$ cat src/rtl/wb_scoreboard_pkg.sv
// Shared definitions for the writeback scoreboard: default sizing and drain FSM encoding.
package wb_scoreboard_pkg;

    localparam int SB_NREGS = 32;
    localparam int SB_CNT_W = 2;

    typedef enum logic [1:0] {
        SB_RUN   = 2'd0,
        SB_DRAIN = 2'd1,
        SB_DONE  = 2'd2
    } sb_state_e;

    // Plain-vector aliases so state registers stay simple logic vectors
    localparam logic [1:0] ST_RUN   = SB_RUN;
    localparam logic [1:0] ST_DRAIN = SB_DRAIN;
    localparam logic [1:0] ST_DONE  = SB_DONE;

endpackage

$ cat src/rtl/wb_scoreboard_if.sv
// Issue/writeback/control bundle between the pipeline (master) and the scoreboard (slave).
interface wb_scoreboard_if
    import wb_scoreboard_pkg::*;
#(
    parameter int NREGS = SB_NREGS
);

    logic             issue_valid;
    logic             issue_reg_write;
    logic [4:0]       issue_rd;
    logic [4:0]       issue_rs;
    logic [4:0]       issue_rt;
    logic             issue_uses_rs;
    logic             issue_uses_rt;
    logic             reg_write_wb;
    logic [4:0]       rd_wb;
    logic             flush;
    logic             drain_req;
    logic             stall_id;
    logic             drain_done;
    logic [NREGS-1:0] busy_mask;
    logic [15:0]      stall_cnt;
    logic             underflow_err;

    modport master (
        output issue_valid, issue_reg_write, issue_rd, issue_rs, issue_rt,
               issue_uses_rs, issue_uses_rt, reg_write_wb, rd_wb, flush, drain_req,
        input  stall_id, drain_done, busy_mask, stall_cnt, underflow_err
    );

    modport slave (
        input  issue_valid, issue_reg_write, issue_rd, issue_rs, issue_rt,
               issue_uses_rs, issue_uses_rt, reg_write_wb, rd_wb, flush, drain_req,
        output stall_id, drain_done, busy_mask, stall_cnt, underflow_err
    );

endinterface

$ cat src/rtl/wb_scoreboard_sb_counter.sv
// One pending-write counter: saturating up/down, synchronous clear has priority.
module sb_counter
    import wb_scoreboard_pkg::*;
#(
    parameter int CNT_W = SB_CNT_W
) (
    input  logic             clk,
    input  logic             reset,
    input  logic             inc,
    input  logic             dec,
    input  logic             clr,
    output logic [CNT_W-1:0] count
);

    localparam logic [CNT_W-1:0] CNT_MAX = '1;
    localparam logic [CNT_W-1:0] CNT_ONE = CNT_W'(1);

    // Simultaneous inc and dec cancel out
    always_ff @(posedge clk or negedge reset) begin
        if (!reset) begin
            count <= '0;
        end else if (clr) begin
            count <= '0;
        end else if (inc && !dec && count != CNT_MAX) begin
            count <= count + CNT_ONE;
        end else if (dec && !inc && count != '0) begin
            count <= count - CNT_ONE;
        end
    end

endmodule

$ cat src/rtl/wb_scoreboard.sv
// Register-file scoreboard: tracks pending writes per register, stalls ID on hazards,
// and supports pipeline flush and a drain handshake.
module wb_scoreboard
    import wb_scoreboard_pkg::*;
#(
    parameter int NREGS = SB_NREGS,
    parameter int CNT_W = SB_CNT_W
) (
    input  logic clk,
    input  logic reset,
    wb_scoreboard_if.slave sb
);

    localparam logic [CNT_W-1:0] CNT_MAX = '1;
    localparam logic [CNT_W-1:0] CNT_ONE = CNT_W'(1);

    logic [CNT_W-1:0] cnt [NREGS];
    logic [NREGS-1:0] inc;
    logic [NREGS-1:0] dec;
    logic [NREGS-1:0] hit_wb;
    logic [NREGS-1:0] eff_busy;
    logic [NREGS-1:0] nxt_zero;
    logic [NREGS-1:0] busy_q;
    logic [15:0]      stall_cnt_q;
    logic [1:0]       state;
    logic [1:0]       state_nxt;
    logic             underflow_q;
    logic             stall;
    logic             accept;
    logic             busy_rs;
    logic             busy_rt;
    logic             rd_full;
    logic             all_zero_nxt;

    // Writeback updates the file at negedge, so a register whose only pending write
    // retires this cycle is already readable by ID.
    for (genvar i = 0; i < NREGS; i++) begin : g_reg
        assign hit_wb[i]   = sb.reg_write_wb && (sb.rd_wb == 5'(i));
        assign eff_busy[i] = (cnt[i] != '0) && !(hit_wb[i] && cnt[i] == CNT_ONE);
        if (i == 0) begin : g_zero
            assign cnt[i] = '0;
            assign inc[i] = 1'b0;
            assign dec[i] = 1'b0;
        end else begin : g_cnt
            assign inc[i] = accept && (sb.issue_rd == 5'(i));
            assign dec[i] = hit_wb[i] && (cnt[i] != '0);
            sb_counter #(.CNT_W(CNT_W)) u_cnt (
                .clk   (clk),
                .reset (reset),
                .inc   (inc[i]),
                .dec   (dec[i]),
                .clr   (sb.flush),
                .count (cnt[i])
            );
        end
        assign nxt_zero[i] = sb.flush ||
                             (!inc[i] && (cnt[i] == '0 || (cnt[i] == CNT_ONE && dec[i])));
    end

    assign busy_rs      = sb.issue_uses_rs && eff_busy[sb.issue_rs];
    assign busy_rt      = sb.issue_uses_rt && eff_busy[sb.issue_rt];
    assign rd_full      = sb.issue_reg_write && (cnt[sb.issue_rd] == CNT_MAX) &&
                          !hit_wb[sb.issue_rd];
    assign stall        = sb.issue_valid &&
                          (busy_rs || busy_rt || rd_full || state != ST_RUN);
    assign accept       = sb.issue_valid && !stall && sb.issue_reg_write &&
                          (sb.issue_rd != 5'd0);
    assign all_zero_nxt = &nxt_zero;

    // Drain completes when the counters will be empty after this cycle's update
    always_comb begin
        state_nxt = state;
        case (state)
            ST_RUN:   if (sb.drain_req) state_nxt = ST_DRAIN;
            ST_DRAIN: if (sb.flush || all_zero_nxt) state_nxt = ST_DONE;
            ST_DONE:  if (!sb.drain_req) state_nxt = ST_RUN;
            default:  state_nxt = ST_RUN;
        endcase
    end

    always_ff @(posedge clk or negedge reset) begin
        if (!reset) begin
            state       <= ST_RUN;
            busy_q      <= '0;
            stall_cnt_q <= '0;
            underflow_q <= 1'b0;
        end else begin
            state  <= state_nxt;
            busy_q <= ~nxt_zero;
            if (sb.issue_valid && stall && stall_cnt_q != 16'hFFFF) begin
                stall_cnt_q <= stall_cnt_q + 16'd1;
            end
            if (sb.reg_write_wb && sb.rd_wb != 5'd0 && cnt[sb.rd_wb] == '0) begin
                underflow_q <= 1'b1;
            end
        end
    end

    assign sb.stall_id      = stall;
    assign sb.drain_done    = (state == ST_DONE);
    assign sb.busy_mask     = busy_q;
    assign sb.stall_cnt     = stall_cnt_q;
    assign sb.underflow_err = underflow_q;

endmodule
$ cat src/flat_wrapper.sv
// flat-port wrapper written by rule: the top's interface ports become plain ports
module wb_scoreboard_flat import wb_scoreboard_pkg::*;
#(
    parameter int NREGS = SB_NREGS,
    parameter int CNT_W = SB_CNT_W
)
  (clk, reset, sb_issue_valid, sb_issue_reg_write, sb_issue_rd, sb_issue_rs, sb_issue_rt, sb_issue_uses_rs, sb_issue_uses_rt, sb_reg_write_wb, sb_rd_wb, sb_flush, sb_drain_req, sb_stall_id, sb_drain_done, sb_busy_mask, sb_stall_cnt, sb_underflow_err);
  wb_scoreboard_if #(.NREGS(NREGS)) sb_i ();
  input  logic clk;
  input  logic reset;
  input wire logic [$bits(sb_i.issue_valid)-1:0] sb_issue_valid;
  input wire logic [$bits(sb_i.issue_reg_write)-1:0] sb_issue_reg_write;
  input wire logic [$bits(sb_i.issue_rd)-1:0] sb_issue_rd;
  input wire logic [$bits(sb_i.issue_rs)-1:0] sb_issue_rs;
  input wire logic [$bits(sb_i.issue_rt)-1:0] sb_issue_rt;
  input wire logic [$bits(sb_i.issue_uses_rs)-1:0] sb_issue_uses_rs;
  input wire logic [$bits(sb_i.issue_uses_rt)-1:0] sb_issue_uses_rt;
  input wire logic [$bits(sb_i.reg_write_wb)-1:0] sb_reg_write_wb;
  input wire logic [$bits(sb_i.rd_wb)-1:0] sb_rd_wb;
  input wire logic [$bits(sb_i.flush)-1:0] sb_flush;
  input wire logic [$bits(sb_i.drain_req)-1:0] sb_drain_req;
  output wire logic [$bits(sb_i.stall_id)-1:0] sb_stall_id;
  output wire logic [$bits(sb_i.drain_done)-1:0] sb_drain_done;
  output wire logic [$bits(sb_i.busy_mask)-1:0] sb_busy_mask;
  output wire logic [$bits(sb_i.stall_cnt)-1:0] sb_stall_cnt;
  output wire logic [$bits(sb_i.underflow_err)-1:0] sb_underflow_err;
  assign sb_i.issue_valid = sb_issue_valid;
  assign sb_i.issue_reg_write = sb_issue_reg_write;
  assign sb_i.issue_rd = sb_issue_rd;
  assign sb_i.issue_rs = sb_issue_rs;
  assign sb_i.issue_rt = sb_issue_rt;
  assign sb_i.issue_uses_rs = sb_issue_uses_rs;
  assign sb_i.issue_uses_rt = sb_issue_uses_rt;
  assign sb_i.reg_write_wb = sb_reg_write_wb;
  assign sb_i.rd_wb = sb_rd_wb;
  assign sb_i.flush = sb_flush;
  assign sb_i.drain_req = sb_drain_req;
  assign sb_stall_id = sb_i.stall_id;
  assign sb_drain_done = sb_i.drain_done;
  assign sb_busy_mask = sb_i.busy_mask;
  assign sb_stall_cnt = sb_i.stall_cnt;
  assign sb_underflow_err = sb_i.underflow_err;
  wb_scoreboard #(.NREGS(NREGS), .CNT_W(CNT_W)) u_core (.clk(clk), .reset(reset), .sb(sb_i));
endmodule
$ cat config.mk
export PLATFORM = sky130hd
export DESIGN_NAME = wb_scoreboard_flat
export DESIGN_NICKNAME = d
export VERILOG_FILES = /design/src/rtl/wb_scoreboard_pkg.sv /design/src/rtl/wb_scoreboard_if.sv /design/src/rtl/wb_scoreboard_sb_counter.sv /design/src/rtl/wb_scoreboard.sv /design/src/flat_wrapper.sv
export SDC_FILE = /design/constraint.sdc
export NUM_CORES = 1
export LEC_CHECK = 0
export CORE_MARGIN = 1.5
export CORE_UTILIZATION = 35
export CTS_CLUSTER_SIZE = 20
export DETAILED_ROUTE_END_ITERATION = 8
export GPL_TIMING_DRIVEN = 0
export HOLD_SLACK_MARGIN = 0.08
export PLACE_DENSITY_LB_ADDON = 0.12
export SYNTH_ARGS = -nofsm -noshare
export SYNTH_HDL_FRONTEND = slang
export SYNTH_SLANG_ARGS = --single-unit
export TNS_END_PERCENT = 50
$ cat constraint.sdc
create_clock -name clk -period 6.8 [get_ports clk]
set_input_delay 1.36 -clock clk [delete_from_list [all_inputs] [get_ports clk]]
set_output_delay 1.36 -clock clk [all_outputs]
set_load 0.05 [all_outputs]
==> results.json <==
{
  "die_x_um": 171,
  "viasPerCell": 5.93,
  "synth_area_leaders": "dfrtp_1, ha_1, nor2_1, nor3_1, mux2i_1",
  "drv_cap": 0,
  "synth_top_family_by_area": "simple AND/OR/NAND/NOR gates",
  "leakagePower_uw": 0.00447,
  "syn_inst": 1183,
  "ys.flop_type": "dfrtp_1",
  "synth_edf_count": 0,
  "yosys.area_share.adder_pct": 11.9,
  "netlist_top_cells_count": "nor2_1, dfrtp_1, ha_1",
  "synth_mux_area_share_pct": 8.62,
  "grt_overflow": 0,
  "track_usage_pct": 27.4,
  "endpoint_kind": "output pin",
  "synth.ff_latch_count": 112,
  "cts_sinks": 112,
  "rsz0062_at_grt": "false",
  "cts_setup_buffers": 0,
  "yosys_warnings": 0,
  "relSlewSlack_pct": 26.1,
  "std_cell_rows": 61,
  "cp_max_fo": 10,
  "grt_start_max_net_pins": 64,
  "io_buffers": 68,
  "antenna_found_initial": 0,
  "postSynthAreaPerCell_um2": 8.39,
  "drive_above_1_share_pct": 8.05,
  "critPathKind": "primary input to output pin",
  "pre_cts_ws_ps": -384,
  "grt_pass1_vias": 9331,
  "setup_viol": 0,
  "startpoint_type": "primary input",
  "clk_path_buf_depth": 2,
  "syn-cell-area_um2": 9920,
  "cts.clk_slew.worst_paths_ps": 80,
  "fin_crit_ps": 6690,
  "synthMostInstantiatedCell": "nor2_1",
  "drv_slew": 0,
  "fin_ws_ps": 109,
  "cp_data_required_time_ps": 5440,
  "wl_per_cell_um": 23.9,
  "max-vdd-ir-drop_v": 0.000151,
  "synth-compound-area-share_pct": 17.5,
  "yosys.area_share.xor_xnor_pct": 3.80,
  "yosysTopAreaCell": "dfrtp_1",
  "yosysTopAreaCellShare_pct": 28.3,
  "yosysSeqAreaShare_pct": 28.3,
  "dp_hpwl_um": 30100,
  "cts_tree": "built",
  "dieArea_um2": 29400,
  "clk_latency_ps": 380,
  "yosysUniqueCellTypes": 79,
  "dr.first_iter.drc_count": 1131,
  "cts_made_buffers": 9,
  "synthArstFlopShare_pct": 100,
  "syn-num-nets": 1306,
  "gp_congestion": 1.01,
  "min_period_over_period_pct": 98.4,
  "tns_ps": 0,
  "dr.pass1.iters": 7,
  "start_util_pct": 35.6,
  "grt_pass1_wl_um": 58700,
  "final_util_pct": 41.0,
  "vias": 9768,
  "hold_path.class": "flip-flop to flip-flop",
  "cp_data_arrival_time_ps": 5330,
  "nNetsFinal": 1385,
  "yosys.area_share.simple_pct": 23.8,
  "outcome": "completed",
  "ctsHtreeMaxLevel": 3,
  "max_clock_freq_mhz": 149,
  "die_h_um": 171,
  "tightest_slew_ps": 1090,
  "hold_viol_final": 0,
  "power_density_nw_per_um2": 181,
  "clockRootBuffer": "clkbuf_16",
  "syn_to_final_growth_pct": 15.0,
  "drtAntennaViolNets": 0,
  "skew_ps": 17.4,
  "num_io_pins": 80,
  "drc": 0,
  "wl_um": 39400,
  "fp.coreArea_um2": 27900
}
[final cells by class]
| type | count | area (um2) |
|---|---|---|
| clock inverters | 5 | 61.3 |
| inverters | 94 | 353 |
| plain buffers | 59 | 260 |
| flip-flops and latches | 112 | 2800 |
| multi-input cells | 917 | 6520 |
| diodes | 1 | 2.50 |
| fillers | 2820 | 16400 |
| repair buffers | 69 | 709 |
| well taps | 378 | 473 |
| clock buffers | 11 | 233 |
[worst max-delay path, cell delays in order]
cell             delay [ps]
clkdlybuf4s50_1         530
buf_2                   230
buf_2                   300
inv_1                   230
a41oi_1                 620
nor3_1                   90
o31ai_1                 420
o32ai_4                 210
nand3_1                 210
or2_2                   190
and2_1                  120
clkdlybuf4s50_1         800
[report_power, final]
group / total, uW / switching, uW / internal, uW
combinational: 723 / 491 / 232
sequential: 774 / 62.6 / 712
clock: 572 / 281 / 291
total: 2070 / 834 / 1230
[logic make-up (layout without fill, tap and decap cells)]
group,Yosys count,count (layout)
buf+inv,154,238
xor+xnor,43,43
flops,112,112
mux,66,66
fa+ha+maj,94,94
compound gates,250,250
other cells,1,2
simple gates,463,463
[final timing paths]
check                                                           start                                     to  slack [ps]  depth (start not counted)
worst max-delay path                                      sb_rd_wb[3]                            sb_stall_id         110                         12
worst min-delay path                           u_core.sb.stall_cnt[5]                 u_core.sb.stall_cnt[5]         490                          1
worst max register to register  u_core.g_reg[13].g_cnt.u_cnt.count[1]  u_core.g_reg[15].g_cnt.u_cnt.count[1]        2870                         13
worst min register to register                 u_core.sb.stall_cnt[5]                 u_core.sb.stall_cnt[5]         490                          1
max in group asynchronous                                       reset                 u_core.sb.stall_cnt[2]        5160                          2
min in group asynchronous                                       reset   u_core.g_reg[1].g_cnt.u_cnt.count[0]         930                          1
[registers in the layout, summed over array words and instances, names as in the netlist]
register and flops:
u_core.g.g_cnt.u_cnt.count 62, u_core.sb.stall_cnt 16, u_core.state 2, u_core.sb.busy_mask 31, u_core.sb.underflow_err 1
[cells in the final DEF (no fill, tap or decap), types with 30 or more instances in the layout]
master,Yosys,routed
nand3_1,33,33
a31oi_1,47,46
a21oi_1,47,47
ha_1,94,94
clkbuf_1,37,37
mux2i_1,37,37
clkdlybuf4s50_1,0,67
nand2_1,81,81
xnor2_1,30,30
o21ai_0,37,37
nor2_1,137,136
dfrtp_1,112,112
nor3_1,77,77
inv_1,93,93
[layer usage]
| layer | GRT usage, % | part of all wire (%) | vias to the layer above |
|---|---|---|---|
| met5 | 0 | 0 | - |
| met4 | 13.1 | 4.8 | 0 |
| met3 | 4.81 | 7.7 | 103 |
| met2 | 42.8 | 44 | 452 |
| met1 | 36.5 | 43 | 4762 |
| li1 | - | - | 4451 |
[through the flow]
stage          area, um2  hold slack (ps)  total power, uW  instances
4_1_cts            11400              495             2070       1646
3_5_place_dp       11100              476             1490       1630
5_1_grt            11400              509             2150       1645
3_3_place_gp       11100              476             1490       1629
6_report           11400              487             2070       1646
2_1_floorplan       9920              566             1220       1183
[what timing repair did]
item | CTS | global route
endpoints found under the setup margin | 1 | 1
gates resized for setup | 1 | 4
hold buffers | 0 | 0
pin swaps | 0 | 0
hold endpoints to repair | 0 | 0
Note: power is estimated with default switching activity, not from simulation.
